$ cat src/rtl/mux_univ_reg.sv
// Universal WIDTH-bit register: hold/load/shift/rotate/clear plus a counted
// multi-step shift/rotate sequence with busy/done handshake.
module mux_univ_reg #(
    parameter int unsigned WIDTH = 8,
    parameter int unsigned CNT_W = 4
) (
    input  logic             clock,
    input  logic             reset_n,
    input  logic             en,
    input  logic [2:0]       op,
    input  logic [WIDTH-1:0] d,
    input  logic             ser_in,
    input  logic             dir,
    input  logic             rot,
    input  logic [CNT_W-1:0] count,
    output logic [WIDTH-1:0] q,
    output logic             msb_out,
    output logic             lsb_out,
    output logic             busy,
    output logic             done
);

    typedef enum logic [0:0] {StIdle, StRun} state_e;

    localparam logic [2:0] OpHold  = 3'b000;
    localparam logic [2:0] OpLoad  = 3'b001;
    localparam logic [2:0] OpShl   = 3'b010;
    localparam logic [2:0] OpShr   = 3'b011;
    localparam logic [2:0] OpRol   = 3'b100;
    localparam logic [2:0] OpRor   = 3'b101;
    localparam logic [2:0] OpClr   = 3'b110;
    localparam logic [2:0] OpStart = 3'b111;

    state_e           state;
    logic [CNT_W-1:0] cnt;
    logic             dir_l;
    logic             rot_l;

    logic             step_fill;
    logic [WIDTH-1:0] step_q;
    logic [WIDTH-1:0] single_q;

    // One multi-step move using the latched direction/mode; ser_in sampled live.
    always_comb begin
        step_fill = ser_in;
        step_q    = q;
        if (!dir_l) begin
            step_fill = rot_l ? q[WIDTH-1] : ser_in;
            step_q    = {q[WIDTH-2:0], step_fill};
        end else begin
            step_fill = rot_l ? q[0] : ser_in;
            step_q    = {step_fill, q[WIDTH-1:1]};
        end
    end

    always_comb begin
        single_q = q;
        case (op)
            OpHold:  single_q = q;
            OpLoad:  single_q = d;
            OpShl:   single_q = {q[WIDTH-2:0], ser_in};
            OpShr:   single_q = {ser_in, q[WIDTH-1:1]};
            OpRol:   single_q = {q[WIDTH-2:0], q[WIDTH-1]};
            OpRor:   single_q = {q[0], q[WIDTH-1:1]};
            OpClr:   single_q = '0;
            OpStart: single_q = q;
            default: single_q = q;
        endcase
    end

    always_ff @(posedge clock or negedge reset_n) begin
        if (!reset_n) begin
            state <= StIdle;
            q     <= '0;
            cnt   <= '0;
            dir_l <= 1'b0;
            rot_l <= 1'b0;
            busy  <= 1'b0;
            done  <= 1'b0;
        end else begin
            done <= 1'b0;
            case (state)
                StIdle: begin
                    if (en) begin
                        q <= single_q;
                        if (op == OpStart) begin
                            dir_l <= dir;
                            rot_l <= rot;
                            if (count == '0) begin
                                done <= 1'b1;
                            end else begin
                                cnt   <= count;
                                busy  <= 1'b1;
                                state <= StRun;
                            end
                        end
                    end
                end
                StRun: begin
                    q <= step_q;
                    if (cnt != '0) begin
                        cnt <= cnt - 1'b1;
                    end
                    if (cnt <= CNT_W'(1)) begin
                        busy  <= 1'b0;
                        done  <= 1'b1;
                        state <= StIdle;
                    end
                end
                default: state <= StIdle;
            endcase
        end
    end

    assign msb_out = q[WIDTH-1];
    assign lsb_out = q[0];

endmodule
$ cat config.mk
export PLATFORM = sky130hd
export DESIGN_NAME = mux_univ_reg
export DESIGN_NICKNAME = d
export VERILOG_FILES = /design/src/rtl/mux_univ_reg.sv
export SDC_FILE = /design/constraint.sdc
export NUM_CORES = 1
export LEC_CHECK = 0
export ABC_CLOCK_PERIOD_IN_PS = 1800
export CAP_MARGIN = 20
export CORE_ASPECT_RATIO = 0.6
export CORE_MARGIN = 4
export CORE_UTILIZATION = 47
export DETAILED_ROUTE_END_ITERATION = 8
export GPL_ROUTABILITY_DRIVEN = 0
export PLACE_DENSITY = 0.78
export SETUP_SLACK_MARGIN = 0.1
export SYNTH_ARGS = -nofsm -noshare
export SYNTH_HDL_FRONTEND = slang
export SYNTH_SLANG_ARGS = --single-unit
$ cat constraint.sdc
create_clock -name clock -period 1.8 [get_ports clock]
set_clock_uncertainty 0.05 [all_clocks]
set_input_delay 0.18 -clock clock [delete_from_list [all_inputs] [get_ports clock]]
set_output_delay 0.18 -clock clock [all_outputs]
set_load 0.05 [all_outputs]
### Yosys cells after proc, flatten, opt, wreduce, memory -nomap -nowiden

Index checks and enable logic that the tools add are counted.
W data, S select, Z words.

| word-level totals | value |
|---|---|
| bits in writable memories | 0 |
| word-level logic and storage cells | 57 |
| memories kept | 0 |
| flip-flop bits (word level) | 17 |
| memory bits (read-only) | 0 |
| bits of input ports | 21 |
| latch bits | 0 |

| operators by class | value |
|---|---|
| muxes and demuxes | 26 |
| order comparisons | 1 |
| equality and inequality tests | 13 |
| $mul | 0 |
| bitwise logic cells | 1 |
| reductions and logical operators | 8 |
| div/mod/pow operators | 0 |
| shifts and indexed selects | 0 |
| $add $sub $neg | 1 |

Operator list:

| operator | count |
|---|---|
| $pmux W8 S6 | 1 |
| $mux W4 | 4 |
| $mux W8 | 2 |
| $pmux W8 S2 | 1 |
| $mux W1 | 14 |
| $eq A3 B3 Y1 const B | 4 |
| $ne A2 B2 Y1 const B | 4 |
| $pmux W4 S2 | 1 |
| $reduce_and A4 Y1 | 2 |
| $eq A3 B2 Y1 const B | 2 |
| $pmux W1 S2 | 3 |
| $le A4 B1 Y1 const B | 1 |
| $logic_not A4 Y1 | 1 |
| $ne A2 B1 Y1 const B | 2 |
| $reduce_bool A4 Y1 | 1 |
| $sub A4 B1 Y4 const B | 1 |
| $eq A3 B1 Y1 const B | 1 |
| $logic_not A3 Y1 | 1 |
| $reduce_and A3 Y1 | 1 |
| $reduce_and A2 Y1 | 1 |
| $reduce_or A2 Y1 | 1 |
| $not A1 Y1 | 1 |

### Logic depth before layout (Yosys ltp)

| depth | value |
|---|---|
| depth in word-level cells | 5 |
| gate-level depth with buffers | 5 |

### Worst setup path after synthesis

OpenSTA, ideal clock, no wires.

| path | value |
|---|---|
| path type | register to register |
| start | register q[6] |
| end | register q[7] |
| arrival | 1.437 ns |
| path buffers | 0 |
| cell stages (with the launch flop) | 5 |
| clock period less this slack | 1.553 ns |
| setup slack | 0.247 ns |
| data required time | 1.684 ns |
| path through | dfrtp_1 nand2b_1 a211o_1 a221oi_2 o31a_1 |

| between the ends | value |
|---|---|
| cells in the longest elaborated chain, start to end | 3 |
| elaborated cells between the ends (all ways) | 4 |
| those cells by class | mux: 4 |

Ends and longest elaborated chain:

| element | line | text |
|---|---|---|
| start, declared | 16 | `output logic [WIDTH-1:0] q,` |
| start signal, assigned | 85 | `q <= single_q;` |
| start signal, assigned | 100 | `q <= step_q;` |
| $pmux W8 S6 | 58 | `case (op)` |
| $mux W8 | 84 | `if (en) begin` |
| $pmux W8 S2 * | 82 | `case (state)` |

Mark *: on every way between the ends. The rest lies on a longest branch, timed or not. The select of a mux whose other input is x is not followed.
A chain may end at the register's enable or synchronous reset.

### Worst setup path after layout

| path | value |
|---|---|
| start | register busy |
| end | output busy |

RTL lines:

| element | line | text |
|---|---|---|
| start, declared | 19 | `output logic busy,` |
| start signal, assigned | 78 | `busy <= 1'b0;` |
| start signal, assigned | 93 | `busy <= 1'b1;` |
| start signal, assigned | 105 | `busy <= 1'b0;` |

No word-level cell between the ends.

==> metrics <==
WP data required 1.57 ns; CP Max Fanout 2; CP delay by family, top buffers and inverters; EDFF count, synth 0; hold_buf cts 0; slowest CP cell clkdlybuf4s50_1; drt pass-1 iters 4; Final Hold Viols 0; Power Dens Cells 1590 mW/mm^2; pin count of the biggest net entering global routing 18; DRT antenna net count 0; Final Worst Setup Slack 0.162 ns; crit end category output port; critical path class register to output port; TritonCTS clock tree done; Mapped Area 0.00120 sq mm; Routed WL 3.28 mm; CTS Buf Count 3; global-route wire length before repair 5.38 mm; Bufs on Longest Clock Path 2; dpl hpwl 2.52 mm; post-layout util 70.3%; R2R depth 5; Post-Synthesis Cells 119; measured slew at the worst slew-check pin 0.494 ns; Area Growth Syn to Fin 34.4%; #FFs+latches synth 17; r2r endpoint cnt[1]$_DFFE_PN0P_; n_diodes 0; WP buf/inv 1; Boundary Pins 33; initial antenna violation count 0; FMAX 0.610 GHz; Worst-path clk slew 0.07 ns; Slew HR 67.0%; Final min period 1.64 ns; VDD IR-drop max 0.000792 V; FFs w/ async S/R, synth 100%; top cells by area, synth dfrtp_1 (35%), mux2_2 (8.4%), mux2i_1 (6.7%); Clock Latency Late Sink 0.25 ns; Residual DRC 0; max-slew violation count 0; GRT Util Overall 21.0%; row count 13; yosys warns 0; worst reg2reg startpoint cnt[0]$_DFFE_PN0P_; most numerous cell in the Yosys netlist dfrtp_1; number of global-route vias before repair 1106; CP max stage delay 0.80 ns; setup_tns 0 ns; RSZ-0062 raised after global routing false; via density per instance 5.99; Distinct cells, synth 43; most instantiated cells after synthesis dfrtp_1 (17), nand2_1 (10), mux2_2 (9); Syn Nets 142; Yosys top cell area share 35.5%; Routed WL per cell 17.3 um; Finish-stage setup viols 0; DRT iter0 DRCs 90; status finished, final reports clean; Die Y 47.1 um; Cell Chain, Critical Path clkdlybuf4s50_1; ys flop type dfrtp_1; via count 1132; CTS sink count 17; fin crit share 91.0%; full die area 0.00345 sq mm; dominant cell type by area after synthesis dfrtp_1; Post-Syn Area per Cell 10.1 sq um; # nets final 183; CP Launch Type register; Pleak 0.695 nW; worst path arrival time 1.41 ns; Place WS -0.114 ns; gr ovfl total 0; HP Class input port to async pin; Core Footprint 0.00229 sq mm; fraction of layout cells with a size suffix above 1 23.9%; register area share after synthesis 35.5%; CTS root buffer clkbuf_8; Max-Cap Viols 0; r2r setup slk 0.31 ns; H-tree Lvls 1; Port Buf Inserts 32; Die W 73.2 um; Initial Util 52.3%
## per-stage QoR
| step | cell area [sq um] | power, mW | hold slack [ns] | std cells |
|---|---|---|---|---|
| 2_1_floorplan | 1200 | 1.83 | -0.166 | 119 |
| 5_1_grt | 1610 | 2.73 | 0.218 | 189 |
| 4_1_cts | 1610 | 2.58 | 0.200 | 189 |
| 3_3_place_gp | 1570 | 2.24 | 0.482 | 185 |
| 3_5_place_dp | 1570 | 2.27 | 0.482 | 185 |
| 6_report | 1610 | 2.57 | 0.196 | 189 |
## cells in the final DEF (no fill, tap or decap), types with 2 or more instances in the layout
cell,netlist,routed
o21ai_0,3,3
clkbuf_8,0,3
nor2_1,3,3
a221oi_1,4,4
dfrtp_1,17,17
nand2_1,10,10
a22oi_1,7,7
a21oi_1,5,5
nand4_1,2,2
o221ai_1,6,6
mux2i_1,8,8
nand2b_1,2,2
clkdlybuf4s50_1,0,21
nor3_1,2,2
o21ai_1,2,2
buf_4,3,22
mux2_2,9,9
inv_1,6,6
ha_1,2,2
## routing by layer
metal | global-route usage [%] | wire (um) | vias up
met4 | 6.62 | 13 | 0
li1 | - | - | 542
met1 | 29.6 | 1640 | 550
met3 | 4.91 | 199 | 2
met5 | 0 | 0 | -
met2 | 32.3 | 1430 | 38
## state kept, by name (all words and copies together) (netlist names)
name and count:
dir_l 1, q 8, busy 1, cnt 4, done 1, state 1, rot_l 1
## report_power, final
group / leakage (nW) / switching (mW) / internal [mW]
logic: 0.465 / 0.844 / 0.608
clock network: 0.0228 / 0.137 / 0.157
registers: 0.208 / 0.267 / 0.557
total: 0.695 / 1.25 / 1.32
## logic make-up (layout without fill, tap and decap cells)
family / Yosys count / after routing / synth area share (%)
AOI/OAI and AO/OA: 38 / 38 / 24.8
and+or+nand+nor: 29 / 29 / 14.4
muxes: 17 / 17 / 15.1
DFF: 17 / 17 / 35.5
buffers and inverters: 14 / 54 / 6.67
adders and majority gates: 2 / 2 / 2.09
xor gates and xnor gates: 2 / 2 / 1.46
## timing repair
action	CTS	global route
resized for setup	0	1
setup buffers	0	0
hold endpoints to repair	0	0
setup endpoints to repair	0	7
## worst max path at each step
stage,cells past startpoint,end,startpoint
6_report,1,busy,busy$_DFFE_PN0P_
5_1_grt,1,busy,busy$_DFFE_PN0P_
4_1_cts,1,busy,busy$_DFFE_PN0P_
3_5_place_dp,5,q[2]$_DFFE_PN0P_,op[0]
3_3_place_gp,5,q[7]$_DFFE_PN0P_,op[0]
2_1_floorplan,4,q[7]$_DFFE_PN0P_,q[6]$_DFFE_PN0P_
## cell type report
| cell class | instances | area, sq um |
|---|---|---|
| fill | 172 | 681 |
| clock buffer | 4 | 45.0 |
| inverter | 6 | 22.5 |
| timing repair buffer | 44 | 388 |
| multi-input combinational | 88 | 694 |
| sequential | 17 | 425 |
| tap | 30 | 37.5 |
Note: power is estimated with default switching activity, not from simulation.
